## src/rtl/ws2812_rx.sv

```systemverilog
// WS2812/NeoPixel stream decoder: classifies high pulses by width into bits,
// assembles 24-bit pixel words and detects the low latch gap as end of frame.
module ws2812_rx #(
  parameter int NUM_LEDS     = 8,
  parameter int SYSTEM_CLOCK = 50000000,
  parameter int T_THRESH_NS  = 625,
  parameter int T_MIN_NS     = 150,
  parameter int T_MAX_NS     = 1500,
  parameter int T_RESET_NS   = 50000,
  localparam int AW = (NUM_LEDS > 1) ? $clog2(NUM_LEDS) : 1,
  localparam int CW = $clog2(NUM_LEDS) + 1
) (
  input  logic          clk_i,
  input  logic          reset_i,
  input  logic          di_i,
  output logic [23:0]   data_o,
  output logic [AW-1:0] addr_o,
  output logic          valid_o,
  output logic          frame_done_o,
  output logic [CW-1:0] led_count_o,
  output logic          overflow_o,
  output logic          err_o,
  output logic [1:0]    err_code_o,
  output logic          busy_o
);

  localparam int MHZ        = SYSTEM_CLOCK / 1000000;
  localparam int THRESH_CYC = MHZ * T_THRESH_NS / 1000;
  localparam int MIN_CYC    = MHZ * T_MIN_NS / 1000;
  localparam int MAX_CYC    = MHZ * T_MAX_NS / 1000;
  localparam int RESET_CYC  = MHZ * T_RESET_NS / 1000;
  localparam int TW         = $clog2(RESET_CYC + 1);

  localparam logic [TW-1:0] CNT_SAT    = TW'(RESET_CYC);
  localparam logic [TW:0]   THRESH_LIM = (TW + 1)'(THRESH_CYC);
  localparam logic [TW:0]   MIN_LIM    = (TW + 1)'(MIN_CYC);
  localparam logic [TW:0]   MAX_LIM    = (TW + 1)'(MAX_CYC);
  localparam logic [TW:0]   RESET_LIM  = (TW + 1)'(RESET_CYC);
  localparam logic [CW-1:0] NUM_LIM    = CW'(NUM_LEDS);

  // SYNC: wait for a quiet line | IDLE: armed for a frame | HIGH: timing a pulse | LOW: timing a gap
  typedef enum logic [1:0] {SYNC, IDLE, HIGH, LOW} state_t;

  state_t        state, state_nxt;
  logic          di_meta, di_s, di_q;
  logic          rise, fall;
  logic [TW-1:0] cnt;
  logic [TW:0]   elapsed;
  logic          cnt_clr;
  logic [22:0]   shift;
  logic [4:0]    bit_cnt;
  logic [CW-1:0] word_cnt;
  logic          ovf_flag;

  logic          take_bit;
  logic          bit_val;
  logic          frame_start;
  logic          frame_end;
  logic          err_set;
  logic [1:0]    err_val;

  always_ff @(posedge clk_i) begin
    if (reset_i) begin
      di_meta <= 1'b0;
      di_s    <= 1'b0;
      di_q    <= 1'b0;
    end else begin
      di_meta <= di_i;
      di_s    <= di_meta;
      di_q    <= di_s;
    end
  end

  assign rise = di_s & ~di_q;
  assign fall = ~di_s & di_q;

  // elapsed counts the cycles since the last detected edge, including the current one
  assign elapsed = {1'b0, cnt} + {{TW{1'b0}}, 1'b1};
  assign cnt_clr = (state == SYNC) ? di_s : (rise | fall);

  always_ff @(posedge clk_i) begin
    if (reset_i) begin
      cnt <= '0;
    end else if (cnt_clr) begin
      cnt <= '0;
    end else if (cnt != CNT_SAT) begin
      cnt <= cnt + 1'b1;
    end
  end

  always_ff @(posedge clk_i) begin
    if (reset_i) begin
      state <= SYNC;
    end else begin
      state <= state_nxt;
    end
  end

  always_comb begin
    state_nxt   = state;
    take_bit    = 1'b0;
    bit_val     = (elapsed >= THRESH_LIM);
    frame_start = 1'b0;
    frame_end   = 1'b0;
    err_set     = 1'b0;
    err_val     = 2'd0;
    case (state)
      SYNC: begin
        if (!di_s && (elapsed >= RESET_LIM)) begin
          state_nxt = IDLE;
        end
      end
      IDLE: begin
        if (rise) begin
          state_nxt   = HIGH;
          frame_start = 1'b1;
        end
      end
      HIGH: begin
        // a pulse that reaches the maximum is stuck even if it falls in the same cycle
        if (elapsed >= MAX_LIM) begin
          err_set   = 1'b1;
          err_val   = 2'd2;
          state_nxt = SYNC;
        end else if (fall) begin
          if (elapsed < MIN_LIM) begin
            err_set   = 1'b1;
            err_val   = 2'd1;
            state_nxt = SYNC;
          end else begin
            take_bit  = 1'b1;
            state_nxt = LOW;
          end
        end
      end
      LOW: begin
        if (rise) begin
          state_nxt = HIGH;
        end else if (elapsed >= RESET_LIM) begin
          frame_end = 1'b1;
          state_nxt = IDLE;
          if (bit_cnt != 5'd0) begin
            err_set = 1'b1;
            err_val = 2'd3;
          end
        end
      end
      default: state_nxt = SYNC;
    endcase
  end

  always_ff @(posedge clk_i) begin
    if (reset_i) begin
      shift        <= '0;
      bit_cnt      <= '0;
      word_cnt     <= '0;
      ovf_flag     <= 1'b0;
      data_o       <= '0;
      addr_o       <= '0;
      valid_o      <= 1'b0;
      frame_done_o <= 1'b0;
      led_count_o  <= '0;
      overflow_o   <= 1'b0;
      err_o        <= 1'b0;
      err_code_o   <= 2'd0;
    end else begin
      valid_o      <= 1'b0;
      frame_done_o <= 1'b0;
      err_o        <= 1'b0;
      if (frame_start) begin
        shift    <= '0;
        bit_cnt  <= '0;
        word_cnt <= '0;
        ovf_flag <= 1'b0;
      end
      if (take_bit) begin
        shift <= {shift[21:0], bit_val};
        if (bit_cnt == 5'd23) begin
          bit_cnt <= '0;
          if (word_cnt < NUM_LIM) begin
            data_o   <= {shift, bit_val};
            addr_o   <= word_cnt[AW-1:0];
            valid_o  <= 1'b1;
            word_cnt <= word_cnt + 1'b1;
          end else begin
            ovf_flag <= 1'b1;
          end
        end else begin
          bit_cnt <= bit_cnt + 1'b1;
        end
      end
      if (frame_end) begin
        frame_done_o <= 1'b1;
        led_count_o  <= word_cnt;
        overflow_o   <= ovf_flag;
      end
      if (err_set) begin
        err_o      <= 1'b1;
        err_code_o <= err_val;
      end
    end
  end

  assign busy_o = (state == HIGH) || (state == LOW);

endmodule

```

## config.mk

```make
export PLATFORM = sky130hd
export DESIGN_NAME = ws2812_rx
export DESIGN_NICKNAME = d
export VERILOG_FILES = /design/src/rtl/ws2812_rx.sv
export SDC_FILE = /design/constraint.sdc
export NUM_CORES = 1
export LEC_CHECK = 0
export ABC_CLOCK_PERIOD_IN_PS = 3400
export BUFFER_PORTS_ARGS = -buffer_cell sky130_fd_sc_hd__buf_2
export CELL_PAD_IN_SITES_DETAIL_PLACEMENT = 0
export CELL_PAD_IN_SITES_GLOBAL_PLACEMENT = 1
export CORE_MARGIN = 4
export CORE_UTILIZATION = 44
export DETAILED_ROUTE_END_ITERATION = 7
export HOLD_SLACK_MARGIN = 0.1
export PLACE_DENSITY = 0.88
export RECOVER_POWER = 100
export SYNTH_ARGS = -nofsm -noshare
export SYNTH_HDL_FRONTEND = slang
export SYNTH_SLANG_ARGS = --single-unit
```

## constraint.sdc

```tcl
create_clock -name clk_i -period 3.4 [get_ports clk_i]
set_clock_uncertainty 0.15 [all_clocks]
set_input_delay 0.68 -clock clk_i [delete_from_list [all_inputs] [get_ports clk_i]]
set_output_delay 0.68 -clock clk_i [all_outputs]
set_load 0.005 [all_outputs]
```

Word-level counts from Yosys, hierarchy flattened
Index checks and enable logic that the tools add are counted.
Storage, ports and cells
  register bits after elaboration: 87
  input bits: 3
  output and inout bits: 38
Operators by class
  add/subtract/negate cells: 4
  order comparisons: 5
  equal/unequal tests: 9
  multiplexer cells: 48
  bitwise gates (word level): 7
  reduce and logical (&&, ||, !) cells: 10
Operators with widths (count)
  $mux 23: 2
  $mux 1: 25
  $mux 2: 11
  $mux 4: 4
  $mux 5: 3
  $add 12x1->13 const B: 1
  $ge 13x12->1 const B: 1
  $ge 13x5->1 const B: 1
  $ge 13x7->1 const B: 1
  $lt 13x3->1 const B: 1
  $add 12x1->12 const B: 1
  $ne 12x12->1 const B: 1
  $pmux 2 s4: 1
  $ne 3x3->1 const B: 2
  $add 5x1->5 const B: 1
  $eq 5x5->1 const B: 1
  $reduce_bool 5->1: 1
  $add 4x1->4 const B: 1
  $eq 2x2->1 const B: 2
  $lt 4x4->1 const B: 1
  $not 1->1: 4
  $pmux 2 s2: 1
  $reduce_and 4->1: 1
  $reduce_and 3->1: 1
  13 further kinds: 14

Longest topological paths before layout
Gate-level depths: netlist (run 1).
  depth after elaboration: 8
  depth in mapped cells: 11
  mapped depth without buffers: 9

Least setup slack after synthesis (run 1)
OpenSTA, ideal clock, no wires.
  path type: register to register
  start point: reg cnt[1]
  end point: reg led_count_o[0]
  library setup time: 0.128 ns
  arrival: 2.596 ns
  data required time: 3.122 ns
  path slack: 0.527 ns
  cell stages (with the launch flop): 10
  path buffers: 1
  cell sequence: dfxtp_1 -> ha_1 -> buf_4 -> nand3_4 -> or4_1 -> o211a_1 -> a2111o_1 -> a211oi_4 -> mux2i_1 -> nor2_1
On the way
  cells in the longest elaborated chain, start to end: 5
Ends and longest elaborated chain
  start: declaration: RTL line 47  | logic [TW-1:0] cnt;
  start signal: assignment: RTL line 87  | cnt <= cnt + 1'b1;
  $add 12x1->13: RTL line 78  | assign elapsed = {1'b0, cnt} + {{TW{1'b0}}, 1'b1};
  $ge 13x12->1: RTL line 139  | end else if (elapsed >= RESET_LIM) begin
  $mux 1: RTL line 139
  $mux 1: RTL line 137  | if (rise) begin
  $mux 1: RTL line 107  | case (state)
  end signal: assignment: RTL line 194  | led_count_o <= word_cnt;
  end: declaration: RTL line 20  | output logic [CW-1:0] led_count_o,
Every way passes these cells.
A chain may end at the register's enable or synchronous reset.

Worst setup path after layout (run 1)
  start point: reg cnt[0]
  end point: reg err_code_o[1]
On the way
  cells in the longest elaborated chain, start to end: 6
  elaborated cells on any way between the ends: 14
Ends and longest elaborated chain
  $add 12x1->13 *: RTL line 78
  $lt 13x3->1: RTL line 126  | if (elapsed < MIN_LIM) begin
  $mux 1: RTL line 126
  $mux 1: RTL line 125  | end else if (fall) begin
  $mux 1: RTL line 121  | if (elapsed >= MAX_LIM) begin
  $pmux 1 s2: RTL line 107
  end signal: assignment: RTL line 199  | err_code_o <= err_val;
  end: declaration: RTL line 23  | output logic [1:0] err_code_o,
Mark *: on every way between the ends. The rest lies on a longest branch, timed or not.

==> results of run 1 <==
cell usage after synthesis, types with 2 or more instances:
cell type and instances:
a211oi_1 3, a21oi_1 61, a31oi_1 7, a32oi_1 2, a41o_1 4, and2_1 4, and3_1 5, and4_1 5
buf_2 3, buf_4 2, clkbuf_1 28, dfxtp_1 87, ha_1 8, inv_1 9, mux2i_1 5, nand2_1 96
nand2b_1 5, nand3_1 34, nand3_2 2, nand4_1 8, nand4b_1 2, nor2_1 28, nor2b_1 7, nor3_1 6
nor3b_1 6, nor4_1 3, o21ai_0 8, o31ai_1 2, or2_2 2, xnor2_1 8, xor2_1 7
layout make-up:
class                   count  area [um2]  area share, %
multi-input cells         350        1990           45.8
clock inverters             6        50.0           1.15
repair buffers             53         268           6.16
flip-flops and latches     87        1740           40.1
inverters                   9        33.8          0.778
clock buffers              10         128           2.94
well taps                 108         135           3.11
state kept, by name, summed over array words and instances (netlist names):
signal,cells
di_meta,1
err_o,1
bit_cnt,5
state,2
shift,23
cnt,12
led_count_o,4
err_code_o,2
data_o,24
addr_o,3
valid_o,1
di_s,1
di_q,1
ovf_flag,1
word_cnt,4
frame_done_o,1
overflow_o,1
routing by layer:
metal,part of all wire [%],up-vias,GRT usage [%]
li1,-,1724,-
met1,48,1603,24.3
met2,47,76,27.6
met3,4.2,8,3.75
met4,1.2,0,6.05
met5,0,-,0
worst max-delay path, stage by stage (launching register included):
cell and delay, ns:
dfxtp_1 0.53, ha_1 0.29, nand3_4 0.14, or4_1 0.49
o211a_1 0.14, a2111o_1 0.45, a211oi_4 0.48, nand3_1 0.21
a31oi_1 0.19
kinds of logic (layout without fill, tap and decap cells):
kind of cell | count (synthesis) | after routing | share of synthesized area (%)
AO/OA/AOI/OAI | 99 | 99 | 15.4
adder cells (fa/ha/maj) | 8 | 8 | 2.55
buffers and inverters | 44 | 78 | 4.69
AND/OR/NAND/NOR | 221 | 221 | 27.7
XOR/XNOR | 15 | 15 | 3.35
flip-flops | 87 | 87 | 44.4
multiplexers | 7 | 7 | 1.85
per-stage QoR:
| step | power [mW] | cell area [um2] |
|---|---|---|
| after global routing | 1.83 | 4340 |
| after global placement | 1.11 | 4230 |
| after detailed placement | 1.11 | 4230 |
| final | 1.75 | 4340 |
| after floorplan | 1.09 | 3920 |
| after CTS | 1.77 | 4400 |
power by group through the flow:
stage | sequential, mW | clock, mW | combinational, mW
final | 1.03 | 0.671 | 0.0527
after global routing | 1.03 | 0.736 | 0.0589
after CTS | 1.03 | 0.692 | 0.0527
after detailed placement | 1.05 | 0 | 0.0525
after global placement | 1.05 | 0 | 0.0519
after floorplan | 1.05 | 0 | 0.0425
worst paths after layout:
check / from / end / slack (ns) / depth (start not counted)
hold reg to reg: di_meta / di_s / 0.30 / 1
setup reg to reg: cnt[0] / err_code_o[1] / 0.24 / 8
hold / removal: di_meta / di_s / 0.30 / 1
setup / recovery: cnt[0] / err_code_o[1] / 0.24 / 8
==> impl_results.md, run 1 <==
* Status: complete, no violations
* Longest Clk Path Bufs at 2
* Req. time, crit path at 3.52 ns
* CP arrival at 3.28 ns
* Routability cong. at 0.826
* Final Critical Period at 3.16 ns
* Clock Tree Root: clkbuf_8
* Vias at 3,411
* Share of the synthesized area in the top cell type at 44.4%
* YS warnings at 0
* Synth Area per Inst at 8.15 um2
* RSZ-0062 raised after global routing: no
* Share of total power in the clock network at 38.3%
* Setup Viol. Count Final at 0
* Vias/cell at 5.48
* Commonest non-fill, non-tap cell in the layout: nand2_1
* Antenna violations before repair at 0
* Residual DRC at 0
* Crit. End Element: register
* Power per cell area at 404 mW/mm2
* Seq pwr share at about three fifths
* Net count after synthesis at 492
* CTS Buf Count at 9
* Slew Limit Fails at 0
* Setup TNS Final at 0 ns
* Hold-fix buffers, CTS at 0
* Hold WS at 0.300 ns
* Power share of the combinational group at roughly 3.0%
* Dpl ws at 0.321 ns
* P_leak at 1.45 nW
* Worst IR Drop VDD at around 0.23 mV
* Largest net degree at the start of global routing at 55
* Gr usage total at 17.7%
* Final core occ at about half
* Post-synth ARST share at 0%
* 1st-pass router iterations at 4
* Dpl cells at roughly 610
* CTS sink cnt at 87
* Crit Path Class: reg -> reg
* Distinct cells, synth at 55
* Setup ws final at 0.242 ns
* GRT Residual Overflow at 0
* ANT cells at 0
* Fmax achieved at 317 MHz
* Height of the die at 102 um
* Seq cells post-synth at between 80 and 90
* CTS tree: built
* Net Switching at approximately 440 uW
* Drt total wl at 8730 um
* P_int at 1.31 mW
* CP startpoint kind: register
* Synth Flop Type: dfxtp_1
* PortBufs at 40
* Io pins at 41
* Most frequent cells in the layout: 96 x nand2_1, 87 x dfxtp_1, 61 x a21oi_1, 35 x nand3_1, 31 x clkbuf_1
* WL per Instance at approximately 14 um
* Drt initial violations at 194
* Reg clk slew, reported paths at 0.09 ns
* Worst skew pair latency at 0.36 ns
* Cts repair resizes at 0
* Crit-path max FO at 10
* Final Non-Filler Cells at 623
* Postcts setup bufs at 0
* Share of cells above drive strength 1 at 9.13%
* Filler Cells Inserted at 880
* Area contributors post-synth: dfxtp_1 44%, nand2_1 9.2%, a21oi_1 7.8%
* Core area at 0.00868 mm2
* DRT antenna net count at 0
* Least-Margin Pin Slew at 0.908 ns
* Mapped Area at 0.00392 mm2
* Initial core utilization at 45.2%
* Synth area leader: dfxtp_1
* Sw Ratio at 25.1%
* First-pass GRT wire length at roughly 15,000 um
* Floorplan row count at 34
* Syn-to-layout area delta at 10.9%
* Slew margin rel. at 39.5%
* Hold WC Path Type: reg -> reg
* Period utilization at 92.9%
* Final hold vios at 0
* CTS H-tree depth at 3
* Number of global-route vias before repair at 3,162
* DP HPWL at 5920 um
* Die area at roughly 0.010 mm2
* Max cap viols at 0
* Mapped Cells at 481
* Seq/Total Area, Yosys at 44.4%
* Die width at 102 um
* Post-synth EDFFs at 0
* Nets at 521
Note: power is estimated with default switching activity, not from simulation.
==> run 2: changes to the inputs <==
==> constraint.sdc (replaced) <==
create_clock -name clk_i -period 3.4 [get_ports clk_i]
set_clock_uncertainty 0.15 [all_clocks]
set_input_delay 0.34 -clock clk_i [delete_from_list [all_inputs] [get_ports clk_i]]
set_output_delay 0.34 -clock clk_i [all_outputs]
set_load 0.005 [all_outputs]
==> run 2 against run 1 <==
Effect of this change:
- hold slack got worse by 0.017 ns
- sequential share of layout area fell by 0.52 points
- final area rose by 1.3%
- cell count rose by 0.16%
- clock power rose by 23%
- largest power group unchanged
- highest routed layer unchanged
==> impl_results.md, run 2 (synthesis gave the netlist of run 1 again) <==
* Worst hold path depth at 4 (was 1)
* Vias at 3,452 (was 3,411)
* Power share of the combinational group at 2.8% (was 3.0%)
* Period utilization at 90.9% (was 92.9%)
* Syn-to-layout area delta at 12.3% (was 10.9%)
* Share of total power in the clock network at 43.3% (was 38.3%)
* Die area at 0.0105 mm2 (unchanged)
* Vias/cell at 5.53 (was 5.48)
* Slew Limit Fails at 0 (unchanged)
* Clock Tree Root: clkbuf_8 (unchanged)
* Status: complete, no violations (unchanged)
* Top flop regs: data_o: 24 flops, shift: 23 flops, cnt: 12 flops (unchanged)
* CTS Buf Count at 9 (unchanged)
* Worst IR Drop VDD at 0.270 mV (was 0.229 mV)
* Max cap viols at 0 (unchanged)
* Seq. cell area at 0.00174 mm2 (unchanged)
* DP HPWL at 5790 um (was 5920 um)
* Met1 Usage GRT at 22.4% (was 24.3%)
* Height of the die at 102 um (unchanged)
* Biggest register: data_o (unchanged)
* 1st-pass router iterations at 5 (was 4)
* Sequence of cells on the critical path: nand4_1 -> nor3_1 -> mux2_2 -> nor3_1 -> buf_4 -> nand4_1 -> clkbuf_2 -> nand3_1 -> a21oi_1 (was ha_1 -> nand3_4 -> or4_1 -> o211a_1 -> a2111o_1 -> a211oi_4 -> nand3_1 -> a31oi_1)
* Gr usage total at 17.1% (was 17.7%)
* Final Critical Period at 3.09 ns (was 3.16 ns)
* Number of global-route vias before repair at 3,137 (was 3,162)
* RSZ-0062 raised after global routing: no (unchanged)
* Net Switching at 425 uW (was 440 uW)
* Nets at 522 (was 521)
* Worst hold start: reset_i (was di_meta)
* Seq pwr share at 53.9% (was 58.7%)
* Longest Clk Path Bufs at 2 (unchanged)
* CP startpoint kind: register (unchanged)
* CP arrival at 3.12 ns (was 3.28 ns)
* Share of cells above drive strength 1 at 9.50% (was 9.13%)
* Hold WC Path Type: in -> reg (was reg -> reg)
* Reg-to-reg startpoint: cnt[0] (unchanged)
* Crit Path Class: reg -> reg (unchanged)
* Worst Hold End: state[0] (was di_s)
* Setup TNS Final at 0 ns (unchanged)
* Io pins at 41 (unchanged)
* Reg clk slew, reported paths at 0.09 ns (about the same)
* Least-Margin Pin Slew at 1.40 ns (was 0.908 ns)
* Setup Viol. Count Final at 0 (unchanged)
* ANT cells at 0 (unchanged)
* Floorplan row count at 34 (unchanged)
* DRT antenna net count at 0 (unchanged)
* Hold WS at 0.283 ns (was 0.300 ns)
* Fmax achieved at 323 MHz (was 317 MHz)
* Met3 Track Usage GR at 3.28% (was 3.75%)
* Worst stage delay on the critical path at 0.50 ns (was 0.53 ns)
* R2R cell count at 9 (was 8)
* Reg2Reg Setup Slack at 0.31 ns (was 0.24 ns)
* First-pass GRT wire length at 14,500 um (was 15,000 um)
* Req. time, crit path at 3.42 ns (was 3.52 ns)
* Slew margin rel. at 6.96% (was 39.5%)
* GRT Residual Overflow at 0 (unchanged)
* Die width at 102 um (unchanged)
* Cts repair resizes at 0 (unchanged)
* Commonest non-fill, non-tap cell in the layout: nand2_1 (unchanged)
* WL per Instance at 13.7 um (was 14.0 um)
* CTS H-tree depth at 3 (unchanged)
* P_leak at 1.48 nW (was 1.45 nW)
* Worst r2r dst: bit_cnt[1] (was err_code_o[1])
* Worst skew pair latency at 0.35 ns (was 0.36 ns)
* Final hold vios at 0 (unchanged)
* PortBufs at 40 (unchanged)
* P_int at 1.48 mW (was 1.31 mW)
* Multi-input logic area at 0.00198 mm2 (was 0.00199 mm2)
* Residual DRC at 0 (unchanged)
* CTS sink cnt at 87 (unchanged)
* Drt total wl at 8530 um (was 8730 um)
* Largest net degree at the start of global routing at 73 (was 55)
* Most frequent cells in the layout: 96 x nand2_1, 87 x dfxtp_1, 61 x a21oi_1, 35 x nand3_1, 28 x nor2_1 (was 96 x nand2_1, 87 x dfxtp_1, 61 x a21oi_1, 35 x nand3_1, 31 x clkbuf_1)
* Core area at 0.00868 mm2 (unchanged)
* Antenna violations before repair at 0 (unchanged)
* Routing usage on met2 at 27.5% (was 27.6%)
* Power per cell area at 434 mW/mm2 (was 404 mW/mm2)
* Slowest stage cell, crit path: dfxtp_1 (unchanged)
* Initial core utilization at 45.2% (unchanged)
* Max reg flops at 24 (unchanged)
* Drt initial violations at 186 (was 194)
* Grt peak-use layer: met2 (unchanged)
* CTS tree: built (unchanged)
* Sw Ratio at 22.2% (was 25.1%)
* Filler Cells Inserted at 857 (was 880)
* Routability cong. at 0.840 (was 0.826)
* Crit-path max FO at 19 (was 10)
* Crit. End Element: register (unchanged)
## run 2: per-layer routing
| layer | share of wire (%) | vias up |
|---|---|---|
| li1 | - | 1727 |
| met1 | 47 | 1630 |
| met3 | 4.1 | 19 |
| met4 | 2.8 | 0 |
| met2 | 46 | 76 |
| met5 | 0 | - |
## run 2: metrics by stage
step           utilization (%)  power, mW  area, um2  worst slack, ns  cells
4_1_cts                   51.5       1.93       4470            0.339    624
6_report                  50.7       1.91       4400            0.308    624
2_1_floorplan                -       1.09       3920            0.527    481
3_3_place_gp              48.7       1.11       4230            0.422    607
5_1_grt                   50.7       1.98       4400           0.0591    624
3_5_place_dp              48.7       1.11       4230            0.352    607
## run 2: worst max path at each step
stage                      start        endpoint  slack, ns  cells past startpoint
final                     cnt[0]      bit_cnt[1]       0.31                      9
after global placement    cnt[0]  led_count_o[1]       0.42                      8
after floorplan           cnt[1]  led_count_o[0]       0.53                      9
after CTS                 cnt[0]  led_count_o[2]       0.34                      8
after detailed placement  cnt[0]      overflow_o       0.35                      8
after global routing      cnt[0]       data_o[3]       0.06                     11
## run 2: cell type report
class                   instances  share of cell area [%]
well taps                     108                    3.07
clock inverters                 6                    2.22
multi-input cells             350                    44.9
repair buffers                 54                    6.34
inverters                       9                   0.767
flip-flops and latches         87                    39.6
clock buffers                  10                    3.13
## run 2: timing repair
item,CTS,global route
endpoints found under the hold margin,1,0
hold buffers,1,0
buffers inserted,0,0
## run 2: critical path: cells and delay by family, from the launching register on
family / cells / cell delay (ns)
AO/OA/AOI/OAI: 1 / 0.07
buffers and inverters: 2 / 0.55
flip-flops: 1 / 0.50
multiplexers: 1 / 0.37
AND/OR/NAND/NOR: 5 / 1.28
## run 2: power groups by stage
stage                     registers (mW)  logic [mW]  clock network, mW
final                               1.03      0.0530              0.827
after global routing                1.03      0.0592              0.891
after global placement              1.05      0.0521                  0
after CTS                           1.03      0.0531              0.851
after detailed placement            1.05      0.0517                  0
after floorplan                     1.05      0.0425                  0
==> run 3: changes to the inputs <==
- CORE_UTILIZATION: 44 -> 45
- CTS_BUF_LIST: unset -> sky130_fd_sc_hd__clkbuf_8
- PLACE_DENSITY: 0.88 -> 0.89
==> run 3 against run 2 <==
Effect of this change:
- global-route usage increased by 0.33 points
- setup slack got worse by 0.042 ns
- maximum frequency decreased by 1.4%
- final area decreased by 0.85%
- die area decreased by 2.1%
- hold slack improved by 0.017 ns
- clock-buffer cell count decreased by 1
- sequential share of layout area increased by 0.34 points
- largest cell class unchanged
- highest routed layer unchanged
==> impl_results.md, run 3 (synthesis gave the netlist of run 1 again) <==
* Reg clk slew, reported paths at 0.09 ns (about the same)
* Number of global-route vias before repair at 3,177 (was 3,137)
* Clock Tree Root: clkbuf_8 (unchanged)
* Status: complete, no violations (unchanged)
* Max reg flops at 24 (unchanged)
* Least-Margin Pin Slew at 1.41 ns (was 1.40 ns)
* Height of the die at 101 um (was 102 um)
* Routability cong. at 0.912 (was 0.840)
* Residual DRC at 0 (unchanged)
* Hold WC Path Type: reg -> reg (was in -> reg)
* CP arrival at 3.24 ns (was 3.12 ns)
* Final Non-Filler Cells at 623 (was 624)
* Req. time, crit path at 3.51 ns (was 3.42 ns)
* 1st-pass router iterations at 4 (was 5)
* Setup TNS Final at 0 ns (unchanged)
* Most frequent cells in the layout: 96 x nand2_1, 87 x dfxtp_1, 61 x a21oi_1, 35 x nand3_1, 28 x nor2_1 (unchanged)
* Max cap viols at 0 (unchanged)
* P_leak at 1.50 nW (was 1.48 nW)
* Crit. End Element: register (unchanged)
* Crit Path Class: reg -> reg (unchanged)
* Reg2Reg Setup Slack at 0.27 ns (was 0.31 ns)
* Crit-path max FO at 11 (was 19)
* Dpl ws at 0.205 ns (was 0.352 ns)
* WL per Instance at 14.0 um (was 13.7 um)
* Top flop regs: data_o: 24 flops, shift: 23 flops, cnt: 12 flops (unchanged)
* Dpl cells at 606 (was 607)
* Vias/cell at 5.51 (was 5.53)
* Fmax achieved at 319 MHz (was 323 MHz)
* CTS Buf Count at 9 (unchanged)
* Postcts setup bufs at 0 (unchanged)
* Final Critical Period at 3.13 ns (was 3.09 ns)
* Longest Clk Path Bufs at 2 (unchanged)
* Period utilization at 92.2% (was 90.9%)
* Core area at 0.00834 mm2 (was 0.00868 mm2)
* Antenna violations before repair at 0 (unchanged)
* Power per cell area at 400 mW/mm2 (was 434 mW/mm2)
* Final hold vios at 0 (unchanged)
* Floorplan row count at 33 (was 34)
* Die width at 101 um (was 102 um)
* Commonest non-fill, non-tap cell in the layout: nand2_1 (unchanged)
* Io pins at 41 (unchanged)
* Drt initial violations at 194 (was 186)
* Share of cells above drive strength 1 at 11.4% (was 9.50%)
* CTS tree: built (unchanged)
* Vias at 3,435 (was 3,452)
* CP startpoint kind: register (unchanged)
* Gr usage total at 17.5% (was 17.1%)
* Setup ws final at 0.266 ns (was 0.308 ns)
* Syn-to-layout area delta at 11.4% (was 12.3%)
* First-pass GRT wire length at 14,700 um (was 14,500 um)
* Worst IR Drop VDD at 0.186 mV (was 0.270 mV)
* Total power draw at 1.75 mW (was 1.91 mW)
* DRT antenna net count at 0 (unchanged)
* Setup Viol. Count Final at 0 (unchanged)
* CTS H-tree depth at 3 (unchanged)
* Slew Limit Fails at 0 (unchanged)
* CTS sink cnt at 87 (unchanged)
* Worst skew pair latency at 0.35 ns (about the same)
* Initial core utilization at 47.0% (was 45.2%)
* Largest net degree at the start of global routing at 73 (unchanged)
* Nets at 524 (was 522)
* PortBufs at 40 (unchanged)
* ANT cells at 0 (unchanged)
* Biggest register: data_o (unchanged)
* Drt total wl at 8750 um (was 8530 um)
* RSZ-0062 raised after global routing: no (unchanged)
* Filler Cells Inserted at 829 (was 857)
* DP HPWL at 5900 um (was 5790 um)
* Die area at 0.0103 mm2 (was 0.0105 mm2)
* Slew margin rel. at 6.29% (was 6.96%)
* GRT Residual Overflow at 0 (unchanged)
## run 3: cell count changes in the layout (fill, tap and decap cells not counted), sizes merged
cell	change
clkinvlp	+2
bufinv	-2
clkinv	+1
clkbuf	-7
buf	+8
## run 3: power by group
part           internal, mW  leakage, nW  switching [mW]
combinational        0.0174        0.707          0.0384
sequential             1.02        0.701         0.00567
clock                 0.273       0.0891           0.390
## run 3: area by class of cell
class	instances	area (um2)	area share, %
Clock buffer	9	124	2.84
Sequential cell	87	1740	39.9
Inverter	9	33.8	0.774
Multi-Input combinational cell	350	1980	45.5
Timing Repair Buffer	56	293	6.71
Clock inverter	7	56.3	1.29
Tap cell	105	131	3.01
## run 3: worst paths after layout
check          start     to  cells after the start
max           cnt[1]  err_o                      9
min          di_meta   di_s                      1
max reg2reg   cnt[1]  err_o                      9
min reg2reg  di_meta   di_s                      1
## run 3: per-stage QoR
step	cell area [um2]	utilization (%)	hold slack, ns
finish	4360	52.3	0.300
floorplan	3920	-	0.264
global route	4360	52.3	0.319
CTS	4420	52.9	0.288
global placement	4230	50.7	0.266
detailed placement	4230	50.7	0.284
## run 3: what timing repair did
item	CTS	global route
endpoints found under the hold margin	1	0
hold buffers	1	0
endpoints found under the setup margin	0	4
resized for setup	0	1
## run 3: worst max-delay path: stages (launching register included)
cell and delay [ns]:
dfxtp_1 0.49, ha_2 0.40, nand3_4 0.15, or4_1 0.49, o211a_1 0.14, a2111o_1 0.45, a211oi_4 0.24, clkbuf_1 0.20
nand3_1 0.15, a31oi_1 0.17
## run 3: layer usage
| layer | GRT usage [%] | routed length (um) | up-vias |
|---|---|---|---|
| li1 | - | - | 1734 |
| met1 | 24.4 | 4200 | 1629 |
| met2 | 26.7 | 4060 | 64 |
| met3 | 4.55 | 390 | 8 |
| met4 | 5.11 | 89 | 0 |
| met5 | 0 | 0 | - |
